==> config.mk <==
export PLATFORM = sky130hd
export DESIGN_NAME = bcd_to_binary
export DESIGN_NICKNAME = d
export VERILOG_FILES = /design/src/rtl/bcd_to_binary.sv
export SDC_FILE = /design/constraint.sdc
export NUM_CORES = 1
export LEC_CHECK = 0
export ABC_AREA = 0
export ABC_CLOCK_PERIOD_IN_PS = 2100
export CAP_MARGIN = 20
export CELL_PAD_IN_SITES_DETAIL_PLACEMENT = 1
export CELL_PAD_IN_SITES_GLOBAL_PLACEMENT = 1
export CORE_MARGIN = 2
export CORE_UTILIZATION = 40
export DETAILED_ROUTE_END_ITERATION = 8
export PLACE_DENSITY_LB_ADDON = 0.12
export SYNTH_ARGS = -nofsm -noshare
export SYNTH_HDL_FRONTEND = slang
export SYNTH_SLANG_ARGS = --single-unit
==> constraint.sdc <==
create_clock -name clk_i -period 2.1 [get_ports clk_i]
set_input_delay 0.21 -clock clk_i [delete_from_list [all_inputs] [get_ports clk_i]]
set_output_delay 0.21 -clock clk_i [all_outputs]
set_load 0.05 [all_outputs]
==> src/rtl/bcd_to_binary.sv <==
// Sequential BCD-to-binary converter (reverse double-dabble, one shift per clock).
// Optional invalid-digit detection is enabled by defining BCD_ERR_CHECK_EN.
module bcd_to_binary #(
  parameter int unsigned DIGITS = 4,
  parameter int unsigned BIN_W  = 14
) (
  input  logic                  clk_i,
  input  logic                  reset_n_i,
  input  logic                  start_i,
  input  logic [4*DIGITS-1:0]   bcd_i,
  output logic                  ready_o,
  output logic                  done_o,
  output logic [BIN_W-1:0]      bin_o,
  output logic                  err_o
);

  localparam int unsigned BcdW = 4 * DIGITS;
  localparam int unsigned SrW  = BcdW + BIN_W;
  localparam int unsigned CntW = $clog2(BIN_W + 1);

  typedef enum logic [1:0] {StIdle, StShift, StDone} state_e;

  state_e            state_q, state_d;
  logic [SrW-1:0]    shreg_q, shreg_d;
  logic [CntW-1:0]   cnt_q, cnt_d;
  logic [BIN_W-1:0]  bin_q, bin_d;
  logic              err_q, err_d;
  logic              bad_q, bad_d;
  logic              bad_in;
  logic [SrW-1:0]    adjusted;
  logic [3:0]        nibble;

`ifdef BCD_ERR_CHECK_EN
  always_comb begin
    bad_in = 1'b0;
    for (int i = 0; i < DIGITS; i++) begin
      if (bcd_i[4*i +: 4] > 4'd9) bad_in = 1'b1;
    end
  end
`else
  assign bad_in = 1'b0;
`endif

  // Shift right, then pull every BCD nibble that reached >= 8 back down by 3.
  always_comb begin
    adjusted = shreg_q >> 1;
    nibble   = 4'd0;
    for (int i = 0; i < DIGITS; i++) begin
      nibble = adjusted[BIN_W + 4*i +: 4];
      if (nibble >= 4'd8) adjusted[BIN_W + 4*i +: 4] = nibble - 4'd3;
    end
  end

  always_comb begin
    state_d = state_q;
    shreg_d = shreg_q;
    cnt_d   = cnt_q;
    bin_d   = bin_q;
    err_d   = err_q;
    bad_d   = bad_q;
    unique case (state_q)
      StIdle: begin
        if (start_i) begin
          shreg_d = {bcd_i, {BIN_W{1'b0}}};
          cnt_d   = '0;
          bad_d   = bad_in;
          err_d   = 1'b0;
          state_d = StShift;
        end
      end
      StShift: begin
        if (bad_q) begin
          bin_d   = '0;
          err_d   = 1'b1;
          state_d = StDone;
        end else begin
          shreg_d = adjusted;
          cnt_d   = cnt_q + CntW'(1);
          if (cnt_q == CntW'(BIN_W - 1)) begin
            bin_d   = adjusted[BIN_W-1:0];
            err_d   = 1'b0;
            state_d = StDone;
          end
        end
      end
      StDone: state_d = StIdle;
      default: state_d = StIdle;
    endcase
  end

  always_ff @(posedge clk_i) begin
    if (!reset_n_i) begin
      state_q <= StIdle;
      shreg_q <= '0;
      cnt_q   <= '0;
      bin_q   <= '0;
      err_q   <= 1'b0;
      bad_q   <= 1'b0;
    end else begin
      state_q <= state_d;
      shreg_q <= shreg_d;
      cnt_q   <= cnt_d;
      bin_q   <= bin_d;
      err_q   <= err_d;
      bad_q   <= bad_d;
    end
  end

  assign ready_o = (state_q == StIdle);
  assign done_o  = (state_q == StDone);
  assign bin_o   = bin_q;
  assign err_o   = err_q;

endmodule
==> key figures <==
Layout
  • Fin util: 50.9%
  • Fill cells: 637
  • Nets: 300
  • Layout cells sized above 1: 8.76%
  • Most frequent cells in the layout: 49 x dfxtp_1, 33 x clkdlybuf4s50_1, 20 x nor2b_1, 18 x mux2i_1, 17 x nor2_1
  • Diode count: 0
  • Commonest non-fill, non-tap cell in the layout: dfxtp_1
  • Area Overhead vs Synth: 23.0%

Critical path
  • Worst path buffer plus inverter count: 1
  • Slowest CP cell: clkdlybuf4s50_1
  • Setup crit start kind: flop
  • Setup CP Type: reg -> out
  • Cell breakdown of the critical path: nor2_1 > clkdlybuf4s50_1
  • Worst setup EP type: output pin
  • Top delay family on crit path: buffers and inverters
  • Worst path max stage delay: 0.87 ns
  • CP Data Required Time: 1.89 ns
  • Arr. time, crit path: 1.76 ns
  • Worst Path Max Fanout: 3

Drt
  • Routed WL: 5300 um
  • WL met2: 2460 um
  • Via count: 1,783
  • Drc violations: 0
  • WL/cell: 15.3 um
  • Vias per cell: 5.15
  • DRT Pass-1 Iters: 4
  • Detail Route Antenna Nets: 0
  • DR iter-0 viols: 70
  • Met3 WL: 140 um
  • Routed metal-1 wirelength: 2600 um
  • Top layer in use: met4

Pwr
  • Worst vdd ir: 0.389 mV
  • Power per Cell Area: 687 nW/um^2
  • Leakage: 1.04 nW

GRT
  • Initial antenna violation count: 0
  • Vias in the first global route: 1,865
  • Largest net degree at the start of global routing: 23
  • Total Routing Usage GR: 18.4%
  • First-pass GRT wire length: 8910 um
  • GR Overflow Total: 0

Placement
  • HPWL Detailed: 3660 um
  • Count of input and output buffers: 34
  • Final GP Congestion: 0.718

STA
  • Final setup fails: 0
  • Slew Limit Headroom: 54.4%
  • Worst clock skew: 0.00388 ns
  • Setup TNS: 0 ns
  • Tcrit/Tclk final: 93.9%
  • Min cycle time layout: 1.97 ns
  • RSZ-0062 raised after global routing: false
  • Fmax: 507 MHz
  • Worst slew pin tran: 0.684 ns
  • Final hold viol count: 0
  • Fin. max-slew vios: 0

Logic synthesis
  • Syn nets: 268
  • Post-synth cell types: 38
  • Post-Synthesis Cells: 241
  • Register area share after synthesis: 43.1%
  • Main synth FF type: dfxtp_1
  • Syn_area_per_cell: 9.44 um^2
  • Post-synth EDFFs: 0
  • FF+latch count, synth: 49
  • Mapped Area: 2280 um^2
  • Asr flop ratio synth: 0%
  • Synth warn: 0

Floorplanning
  • Starting Density: 41.3%
  • Core ar.: 5510 um^2
  • Die Wd: 79.4 um
  • Die extent in y: 79.4 um
  • Die area: 6310 um^2
  • # rows: 27
  • I/O Pins: 36

Clocking
  • Reg clk slew, reported paths: 0.09 ns
  • Clock sink count: 49
  • Worst-skew pair later-pin latency: 0.30 ns
  • CTS Buffer Depth: 2
  • CTS tree: done
  • Post-cts sizing count: 0
  • Post-CTS Hold Buffers: 0
  • Post-CTS setup buffers: 0
  • CTS buffer count: 5
  • Root buf cell: clkbuf_8
  • Htree depth: 2

Worst hold path
  • Hold WC Path Type: reg -> reg

Run
  • Max Cap Violations: 0

Status
  • Status: finished clean
layer usage:
layer / vias up / track usage (%)
met5: - / 0
met1: 861 / 23.9
met3: 6 / 3.05
met2: 26 / 29.9
met4: 0 / 8.10
li1: 890 / -
synth_stat cells, types with 2 or more instances:
library cell / number / area (um^2)
nor2_1: 17 / 63.8
nand2b_1: 6 / 37.5
nor2b_1: 20 / 125
a21oi_1: 13 / 65.1
dfxtp_1: 49 / 981
a22oi_1: 6 / 45.0
nand2_1: 10 / 37.5
inv_1: 9 / 33.8
a2bb2oi_1: 3 / 26.3
buf_2: 8 / 40.0
mux2i_1: 18 / 180
clkbuf_1: 6 / 22.5
nor3_1: 3 / 15.0
o221a_2: 3 / 33.8
a21boi_0: 2 / 15.0
a221oi_1: 2 / 17.5
ha_1: 8 / 100
xor2_1: 3 / 26.3
xnor2_1: 3 / 26.3
a31oi_1: 3 / 18.8
and2_1: 5 / 31.3
o21ai_0: 15 / 75.1
a22o_1: 13 / 114
nand3b_1: 2 / 15.0
final cells by class:
cell class,instances,area [um^2],share of cell area [%]
clock inverter,1,30.0,1.07
multi-input combinational,165,1160,41.5
sequential,49,981,35.0
timing repair buffer,43,418,14.9
clock buffer,7,86.3,3.08
inverter,9,33.8,1.21
tap,72,90.1,3.22
report_power, final:
| part | switching (mW) | internal [mW] |
|---|---|---|
| Combinational | 0.118 | 0.112 |
| Sequential | 0.0342 | 0.958 |
| Clock | 0.314 | 0.389 |
stage by stage:
step	power [mW]	setup WS (ns)	hold WS, ns	std cells	area, um^2
finish	1.92	0.127	0.494	346	2800
global route	2.01	0.0364	0.511	346	2800
CTS	1.94	0.0982	0.496	346	2800
detailed placement	1.25	0.310	0.470	338	2680
global placement	1.24	0.362	0.470	338	2680
floorplan	1.16	0.376	0.405	241	2280
registers in the layout, indices dropped and copies added (netlist names):
signal / cells
bin_o: 14
cnt_q: 4
shreg_q: 29
state_q: 2
worst paths after layout:
path | startpoint | endpoint | slack (ns) | depth (start not counted)
hold / removal | shreg_q[1] | shreg_q[1] | 0.49 | 1
setup reg to reg | state_q[1] | shreg_q[9] | 0.45 | 4
hold reg to reg | shreg_q[1] | shreg_q[1] | 0.49 | 1
setup / recovery | state_q[0] | ready_o | 0.13 | 2
kinds of logic (layout without fill, tap and decap cells):
logic type,after synthesis,count (layout),synth area share (%)
compound gates,65,65,20.0
xor+xnor,6,6,2.31
fa+ha+maj,8,8,4.40
buf+inv,27,60,5.88
flops,49,49,43.1
mux,19,19,8.41
other cells,1,1,0.165
simple gates,66,66,15.8
No activity file was read; power rests on OpenSTA's default activity.
==> variant (same flow settings) <==
Change the parameter `BIN_W` from 14 to 10.
--- a/src/rtl/bcd_to_binary.sv
+++ b/src/rtl/bcd_to_binary.sv
@@ -2,7 +2,7 @@
 // Optional invalid-digit detection is enabled by defining BCD_ERR_CHECK_EN.
 module bcd_to_binary #(
   parameter int unsigned DIGITS = 4,
-  parameter int unsigned BIN_W  = 14
+  parameter int unsigned BIN_W  = 10
 ) (
   input  logic                  clk_i,
   input  logic                  reset_n_i,
Ports: changed (resized bin_o); port bits go from 36 to 32. The function was not compared with the original's and may differ.
==> variant against the original RTL <==
Worst setup slack improved by 0.17 ns; final area fell by 16%; sequential cell count fell by 8; die area fell by 15%; critical path depth rose by 1; synthesized cell count fell by 17%; area after synthesis fell by 16%; total power fell by 9.6%; core utilization fell by 0.19 points; clock skew rose by 0.0025 ns; routed wire length fell by 13%; critical path type is now flip-flop to flip-flop; largest cell class unchanged; highest routed layer unchanged.
==> variant: results (changes against the original RTL) <==
| Metric | Value |
|---|---|
| Status | `finished, final reports clean` |
| RePlAce Congestion | `0.720 (+0.31%)` |
| TritonCTS Buffers | `5 (unchanged)` |
| Synth unique cells | `40 (+5.3%)` |
| Worst R2R Path Depth | `3 (-1)` |
| WHS Path Cells | `2 (+1)` |
| Actual slew at the worst max-slew pin | `0.662 ns (-0.0211 ns)` |
| Hold Path Class | `flip-flop to flip-flop` |
| Hold Slack | `0.459 ns (-0.0348 ns)` |
| Crit-path max FO | `15 (+12)` |
| Final non-filler cell total | `283 (-18%)` |
| Net Sw Frac | `26.3% (+2.0 points)` |
| Critical Path Max Stage Delay | `0.69 ns (-0.18 ns)` |
| 1st-pass router iterations | `4 (unchanged)` |
| Critical path data arrival time | `2.05 ns (+0.29 ns)` |
| Post-synthesis sequential area ratio | `42.7% (-0.36 points)` |
| Skew final | `0.00637 ns (+0.00249 ns)` |
| Max clock buf depth | `2 (unchanged)` |
| Flop-to-flop setup slack | `0.29 ns (-0.16 ns)` |
| Slew Limit Fails | `0 (unchanged)` |
| 1st-iter DRT viols | `62 (-11%)` |
| Cts repair resizes | `0 (unchanged)` |
| Minimum clock period | `1.81 ns (-0.167 ns)` |
| Total GRT Usage | `18.8% (+0.38 points)` |
| Critical path's slowest cell | `dfxtp_1` |
| Largest reg by FF count | `shreg_q` |
| Largest register FFs | `25 (-14%)` |
| Final TNS setup | `0 ns (unchanged)` |
| Vias in the first global route | `1514 (-19%)` |
| DP Area | `0.00226 mm^2 (-16%)` |
| Final nets | `256 (-15%)` |
| Area contributors post-synth | `dfxtp_1 43%, mux2i_1 5.7%, ha_1 5.2%, nand2_1 5.1%, a22o_1 4.6%` |
| Post-DR vias/cell | `5.41 (+4.9%)` |
| Ratio of cells with drive above 1 in the final layout | `10.0% (+1.3 points)` |
| Ant diodes | `0 (unchanged)` |
| Hpwl dp | `3250 um (-11%)` |
| Clk_lat worst skew | `roughly 0.29 ns` |
| Leak Pwr | `0.906 nW (-13%)` |
| Postcts setup bufs | `0 (unchanged)` |
| Port bufs | `30 (-12%)` |
| Final core occ | `50.7% (-0.19 points)` |
| Synth warn | `0 (unchanged)` |
| Max VDD drop | `435 uV (+12%)` |
| Final WL | `4600 um (-13%)` |
| Synth Instances | `199 (-17%)` |
| Dpl ws | `0.260 ns (-0.0498 ns)` |
| Antenna violations before repair | `0 (unchanged)` |
| Delay-heaviest family, CP | `flip-flops` |
| First-pass GRT wire length | `7570 um (-15%)` |
| Synthesized Nets | `226 (-16%)` |
| Commonest cells in the netlist | `41 x dfxtp_1, 26 x nand2_1, 12 x nor2_1, 11 x mux2i_1` |
| Pin count of the biggest net entering global routing | `24 (+4.3%)` |
[variant: metal layers]
layer | vias to the layer above | routed length, um | GRT usage [%]
li1 | 764 | - | -
met2 | 27 | 2100 | 28.3
met5 | - | 0 | 0
met4 | 0 | 75 | 7.68
met1 | 731 | 2250 | 25.6
met3 | 8 | 170 | 4.66
[variant: path summary, 6_finish.rpt]
path / to / from
max: shreg_q[22]$_SDFFE_PN0P_ / state_q[0]$_SDFFE_PN0P_
min: bin_o[1]$_SDFFE_PN0P_ / bin_o[1]$_SDFFE_PN0P_
max reg2reg: shreg_q[22]$_SDFFE_PN0P_ / state_q[0]$_SDFFE_PN0P_
min reg2reg: bin_o[1]$_SDFFE_PN0P_ / bin_o[1]$_SDFFE_PN0P_
[variant: cells by family after synthesis]
logic type | Yosys count | synth area share, %
and+or+nand+nor | 60 | 16.2
AOI/OAI and AO/OA | 44 | 19.4
DFF | 41 | 42.7
buffers and inverters | 25 | 6.06
muxes | 14 | 7.49
adders and majority gates | 8 | 5.21
xor gates and xnor gates | 6 | 2.74
other | 1 | 0.195
[variant: final cells by class]
cell class | instances | area, um^2
repair buffers | 36 | 340
well taps | 54 | 67.6
multi-input cells | 133 | 983
inverters | 12 | 45.0
clock inverters | 2 | 35.0
fillers | 529 | 2300
clock buffers | 5 | 68.8
flip-flops and latches | 41 | 821
[variant: power groups by stage]
stage	clock network, mW	logic (mW)	registers [mW]
global route	0.672	0.284	0.870
floorplan	0	0.182	0.860
detailed placement	0	0.257	0.880
finish	0.618	0.258	0.863
global placement	0	0.247	0.876
CTS	0.634	0.259	0.862
[variant: worst min-delay path, delay by kind of cell, from the launching register on]
family           cells  cell delay [ns]
DFF                  1             0.31
muxes                1             0.05
and+or+nand+nor      1             0.05
